[src/rtl/branch_predictor.sv]
// ============================================================================
// branch_predictor : bimodal 2-bit-counter predictor, fetch lookup / decode train
// Revision 1.0 : initial release
// ============================================================================
`default_nettype none

module branch_predictor #(
  parameter int INDEX_BITS = 6
) (
  input  logic        clk,
  input  logic        rst,
  input  logic [31:0] pc_f,
  input  logic        stall_d,
  input  logic        flush_d,
  input  logic        branch_d,
  input  logic        taken_d,
  output logic        pred_taken_f,
  output logic        pred_taken_d,
  output logic        mispredict_d,
  output logic [31:0] branch_cnt,
  output logic [31:0] mispredict_cnt
);

  localparam int ENTRIES = 1 << INDEX_BITS;
  localparam logic [1:0] C_CTR_RESET = 2'b01;

  logic [1:0]            r_table [ENTRIES];
  logic [INDEX_BITS-1:0] r_idx_d;
  logic                  r_pred_d;
  logic [31:0]           r_branch_cnt;
  logic [31:0]           r_mispredict_cnt;

  logic [INDEX_BITS-1:0] w_idx_f;
  logic [1:0]            w_ctr_cur;
  logic [1:0]            w_ctr_next;
  logic                  w_update;
  logic                  w_pc_unused;

  // Only the index bits of the decode PC are ever consumed, so only they are kept.
  assign w_idx_f     = pc_f[INDEX_BITS+1:2];
  assign w_pc_unused = &{1'b0, pc_f[31:INDEX_BITS+2], pc_f[1:0]};

  assign pred_taken_f   = r_table[w_idx_f][1];
  assign pred_taken_d   = r_pred_d;
  assign mispredict_d   = branch_d & (taken_d != r_pred_d);
  assign branch_cnt     = r_branch_cnt;
  assign mispredict_cnt = r_mispredict_cnt;

  // A stalled branch trains once, on the cycle it finally leaves Decode.
  assign w_update  = branch_d & ~stall_d & ~flush_d;
  assign w_ctr_cur = r_table[r_idx_d];

  always_comb begin
    w_ctr_next = w_ctr_cur;
    if (taken_d) begin
      if (w_ctr_cur != 2'b11) w_ctr_next = w_ctr_cur + 2'd1;
    end else begin
      if (w_ctr_cur != 2'b00) w_ctr_next = w_ctr_cur - 2'd1;
    end
  end

  always_ff @(posedge clk) begin
    if (rst) begin
      for (int i = 0; i < ENTRIES; i++) r_table[i] <= C_CTR_RESET;
      r_idx_d          <= '0;
      r_pred_d         <= 1'b0;
      r_branch_cnt     <= '0;
      r_mispredict_cnt <= '0;
    end else begin
      if (flush_d) begin
        r_idx_d  <= '0;
        r_pred_d <= 1'b0;
      end else if (!stall_d) begin
        r_idx_d  <= w_idx_f;
        r_pred_d <= pred_taken_f;
      end
      if (w_update) begin
        r_table[r_idx_d] <= w_ctr_next;
        r_branch_cnt     <= r_branch_cnt + 32'd1;
        if (mispredict_d) r_mispredict_cnt <= r_mispredict_cnt + 32'd1;
      end
    end
  end

endmodule

`default_nettype wire

[config.mk]
export PLATFORM = sky130hd
export DESIGN_NAME = branch_predictor
export DESIGN_NICKNAME = d
export VERILOG_FILES = /design/src/rtl/branch_predictor.sv
export SDC_FILE = /design/constraint.sdc
export NUM_CORES = 1
export LEC_CHECK = 0
export BUFFER_PORTS_ARGS = -buffer_cell sky130_fd_sc_hd__buf_2
export CORE_MARGIN = 2
export CORE_UTILIZATION = 50
export CTS_CLUSTER_DIAMETER = 100
export DETAILED_ROUTE_END_ITERATION = 12
export PLACE_DENSITY = 0.72
export SYNTH_ARGS = -nofsm -noshare
export SYNTH_HDL_FRONTEND = slang
export SYNTH_SLANG_ARGS = --single-unit
[constraint.sdc]
create_clock -name clk -period 3.98 [get_ports clk]
set_input_delay 0 -clock clk [delete_from_list [all_inputs] [get_ports clk]]
set_output_delay 0 -clock clk [all_outputs]
set_load 0.1 [all_outputs]
After elaboration in Yosys (flattened, before gate mapping)

Memories as Yosys holds them, arrays and structs flattened. A register that Yosys moved wholly into a read port is not among the register bits.
Index checks and enable logic that the tools add are counted.

Register bits: 71
Bits in latches: 0
Bits in writable memories: 128
Memory bits (read-only): 0
Output and inout port bits: 67
Memories kept: 1

Memory list:

| memory  | words | bits a word | read ports | clocked after Yosys merged registers in | wr ports | RTL line | text |
|---|---|---|---|---|---|---|---|
| r_table | 64    | 2           | 2          | 1                                       | 64       | 27       | `logic [1:0] r_table [ENTRIES];` |

$add $sub $neg: 4
Multiply operators: 0
Div/mod/pow operators: 0
Order comparisons: 0
Equal/unequal tests: 2
Shift operators: 0
Mux-type cells: 13
Bitwise logic cells: 5
Reduce and logical (&&, ||, !) cells: 4

Operators by type and width:

| cell                                                               | number |
|---|---|
| 32-bit by 1-bit adder with 32-bit output, second input constant    | 2 |
| 6-bit 2-to-1 mux                                                   | 3 |
| 2-bit 2-to-1 mux                                                   | 4 |
| 1-bit 2-to-1 mux                                                   | 6 |
| 2-bit OR reduction                                                 | 2 |
| 1-bit AND                                                          | 3 |
| 2-bit by 1-bit adder with 2-bit output, second input constant      | 1 |
| 2-bit != test, second input constant                               | 1 |
| 1-bit NOT                                                          | 2 |
| 2-bit AND reduction                                                | 1 |
| 2-bit nonzero test                                                 | 1 |
| 2-bit by 1-bit subtractor with 2-bit output, second input constant | 1 |
| 1-bit != test                                                      | 1 |

Longest topological paths before layout

Word-level depth: 8
Depth in mapped cells: 12
Gate-level depth less buffers: 8

Worst setup path before layout

OpenSTA, ideal clock, no wires.

Kind: input-to-reg
Start: in pc_f[3]
End: reg r_pred_d (netlist: pred_taken_d)
Setup time: 0.072 ns
Arrival time: 2.957 ns
Path slack: 0.951 ns
Stages on the path: 8
Path through: clkbuf_1 clkbuf_1 mux4_2 mux4_2 mux2i_1 a21oi_1 mux2i_1 nor2_1

Word-level cells in the longest chain between the ends: 1

RTL lines:

| element              | RTL line | text |
|---|---|---|
| start, declared      | 12       | `input logic [31:0] pc_f,` |
| memory 64 x 2 bit    | -        |  |
| net pred_taken_f     | 17       | `output logic pred_taken_f,` |
| end signal, assigned | 75       | `r_pred_d <= pred_taken_f;` |
| end, declared        | 29       | `logic r_pred_d;` |

The timed path passes the listed nets, and every way through them passes these cells.
A chain may end at the register's enable or synchronous reset.

==> metrics.txt <==
status finished clean; Worst-Skew Late Latency ~0.5 ns; Post-synth EDFFs between 100 and 150; GRT Overall Usage 22.50%; crit path launch type flop; antenna-violating nets left 0; Hold Path Class in2reg; Switching Fraction between 20% and 30%; row count 52; Max-slew headroom between 30% and 40%; Worst-path clk slew 0.06 ns; fill count 1703; met1 wire length approximately 11 mm; leakage 3.994 nW; Post-Syn Area around 0.010 mm2; Post-Route Skew between 0.009 and 0.01 ns; DRT Pass-1 Iters 5; final max-slew violation count 0; initial antenna violation count 0; synth unique cells 60; # hold bufs at CTS 12; CP max FO 38; Seq pwr share about half; Clock Tree Root clkbuf_16; synth-to-layout area growth 13.29%; most frequent cells after synthesis edfxtp_1 (128), nor2_1 (128), nand2_1 (89), dfxtp_1 (77), nand3_1 (68); CP Data Required Time 4.20 ns; Gate power share 7.5%; Worst-Margin Slew 0.9950 ns; fin nets roughly 1100; Final TNS setup 0 ns; number of synthesized register bits approximately 210; DRC viols 0; Top Metal Used met4; switching component of the power around 1.1 mW; largest net degree at the start of global routing 91; Final Setup Violations 0; CTS tree built; Clock Tree Buf Depth 3; leading area contributor after synthesis edfxtp_1; Starting Density about half; Final Worst Setup Slack between 0.7 and 0.8 ns; first-pass GRT wire length 39.10 mm; Syn Inst Count ~970; final wirelength between 20 and 25 mm; H-tree levels 1; post-detailed-route wirelength per cell ~19 um; Via density roughly 5.9; post-synth top area share a little under two fifths; total grt overflow 0; clock group share of total power a little over two fifths; io pins ~110; PD cells between 400 and 500 mW/mm2; async set or reset register ratio after synthesis 0%; Fin Hold WS around 0.076 ns; endpoint class of the critical path flop; Max Cap Viol 0; Mean Syn Cell Area 10.76 um2; die width ~150 um; Reg2Reg Setup Slack slightly above 0.7 ns; Finished Layout Cells around 1300; internal power 3.646 mW; routed wl met2 approximately 12 mm; initial DRC count 621; Tcrit/Tclk final about 80%; RSZ-0062 raised after global routing no; Via Count around 7700; diodes inserted 0; post-CTS sizing 0; share of cells above drive strength 1 between 20% and 30%; RD Place Congestion ~0.9; Yosys Warn Count 0; Tmin final ~3.3 ns; Inserted Clock Buffers 23; CP arrival 3.48 ns; hpwl dp 16.83 mm; Setup WS pre-CTS slightly below 0.8 ns; critical path class reg2reg; die area roughly 0.022 mm2; CTS Sinks ~210; Buffers on Ports around 80; area of the core 0.02030 mm2; main flop type after synthesis edfxtp_1; Max VDD drop between 0.0002 and 0.00025 V; Synth Net Count around 1000; sequential fraction of the synthesis area roughly half; DR WL met3 around 1.7 mm; final hold viol count 0; fmax ~310 MHz; vias in the first global route about 7300; Die Height 148.2 um; placed insts 1261; postcts setup bufs 0; top post-synthesis cells by area edfxtp_1 (37%), dfxtp_1 (15%), mux4_2 (8.9%), nor2_1 (4.6%), nand3_1 (3.3%)
-- power groups by stage --
| stage | registers (mW) | clock network, mW | logic [mW] |
|---|---|---|---|
| after global placement | 2.36 | 0 | 0.336 |
| after global routing | 2.32 | 2.16 | 0.376 |
| final | 2.31 | 2.05 | 0.354 |
| after CTS | 2.31 | 2.09 | 0.351 |
| after detailed placement | 2.36 | 0 | 0.339 |
| after floorplan | 2.35 | 0 | 0.261 |
-- path summary, 6_finish.rpt --
check	from	end	depth (start not counted)
setup / recovery	flop	r_table[42][1]	9
hold reg to reg	mispredict_cnt[1]	mispredict_cnt[1]	2
hold / removal	taken_d	mispredict_cnt[1]	4
setup reg to reg	flop	r_table[42][1]	9
-- layout make-up --
class	count	area (um2)	area share, %
sequential	205	5386	45.73
multi-input combinational	681	4631	39.32
clock buffer	36	684.4	5.811
timing repair buffer	109	655.6	5.567
tap	270	337.8	2.868
clock inverter	5	52.55	0.4462
inverter	8	30.03	0.2550
-- stage by stage --
stage | area (um2) | power [mW] | util, %
final | 11780 | 4.719 | 58.02
after floorplan | 10400 | 2.610 | -
after CTS | 11780 | 4.748 | 58.02
after global routing | 11780 | 4.850 | 58.02
after global placement | 10920 | 2.691 | 53.80
after detailed placement | 10920 | 2.696 | 53.80
-- registers in the layout, indices dropped and copies added (netlist names), named ones only --
register,flops
r_idx_d,6
mispredict_cnt,32
pred_taken_d,1
r_table,128
branch_cnt,32
-- placed cells by master, fill, tap and decap left out, types with 3 or more instances in the layout --
master	instances
a21oi_1	24
nand4_1	17
nand2b_1	37
nor3_1	34
buf_4	20
dlygate4sd3_1	12
mux2i_1	30
nor4_1	3
xor2_1	33
xnor2_1	16
clkbuf_1	7
nor3b_1	3
and2_1	6
a21o_1	14
buf_2	77
a22oi_1	6
or3_1	16
mux4_2	41
nor2_1	128
edfxtp_1	128
nand3_1	68
nand2_1	89
o21ai_0	19
clkbuf_8	6
o211ai_1	5
clkbuf_16	23
or2_2	26
nor2b_1	7
and3_1	9
inv_1	8
dfxtp_1	76
and4_1	10
-- cell families after synthesis --
logic type | synth area share [%]
muxes | 11.88
xor gates and xnor gates | 4.128
and+or+nand+nor | 23.04
DFF | 51.80
AOI/OAI and AO/OA | 5.091
adders and majority gates | 0.3490
buffers and inverters | 3.719
-- layer usage --
layer | track usage (%) | vias to the layer above
li1 | - | 3601
met1 | 30.66 | 3790
met2 | 36.53 | 286
met3 | 3.926 | 64
met4 | 8.048 | 0
met5 | 0 | -
-- worst max-delay path: stages (launching register included) --
cell and delay (ns):
dfxtp_1 0.72, buf_4 0.29, mux4_2 0.55, o211ai_1 0.11
o311a_1 0.21, and4_1 0.23, a21boi_1 0.11, o22ai_4 0.18
buf_4 0.44, nor3_1 0.11
Power figures use the tool's default switching activity.
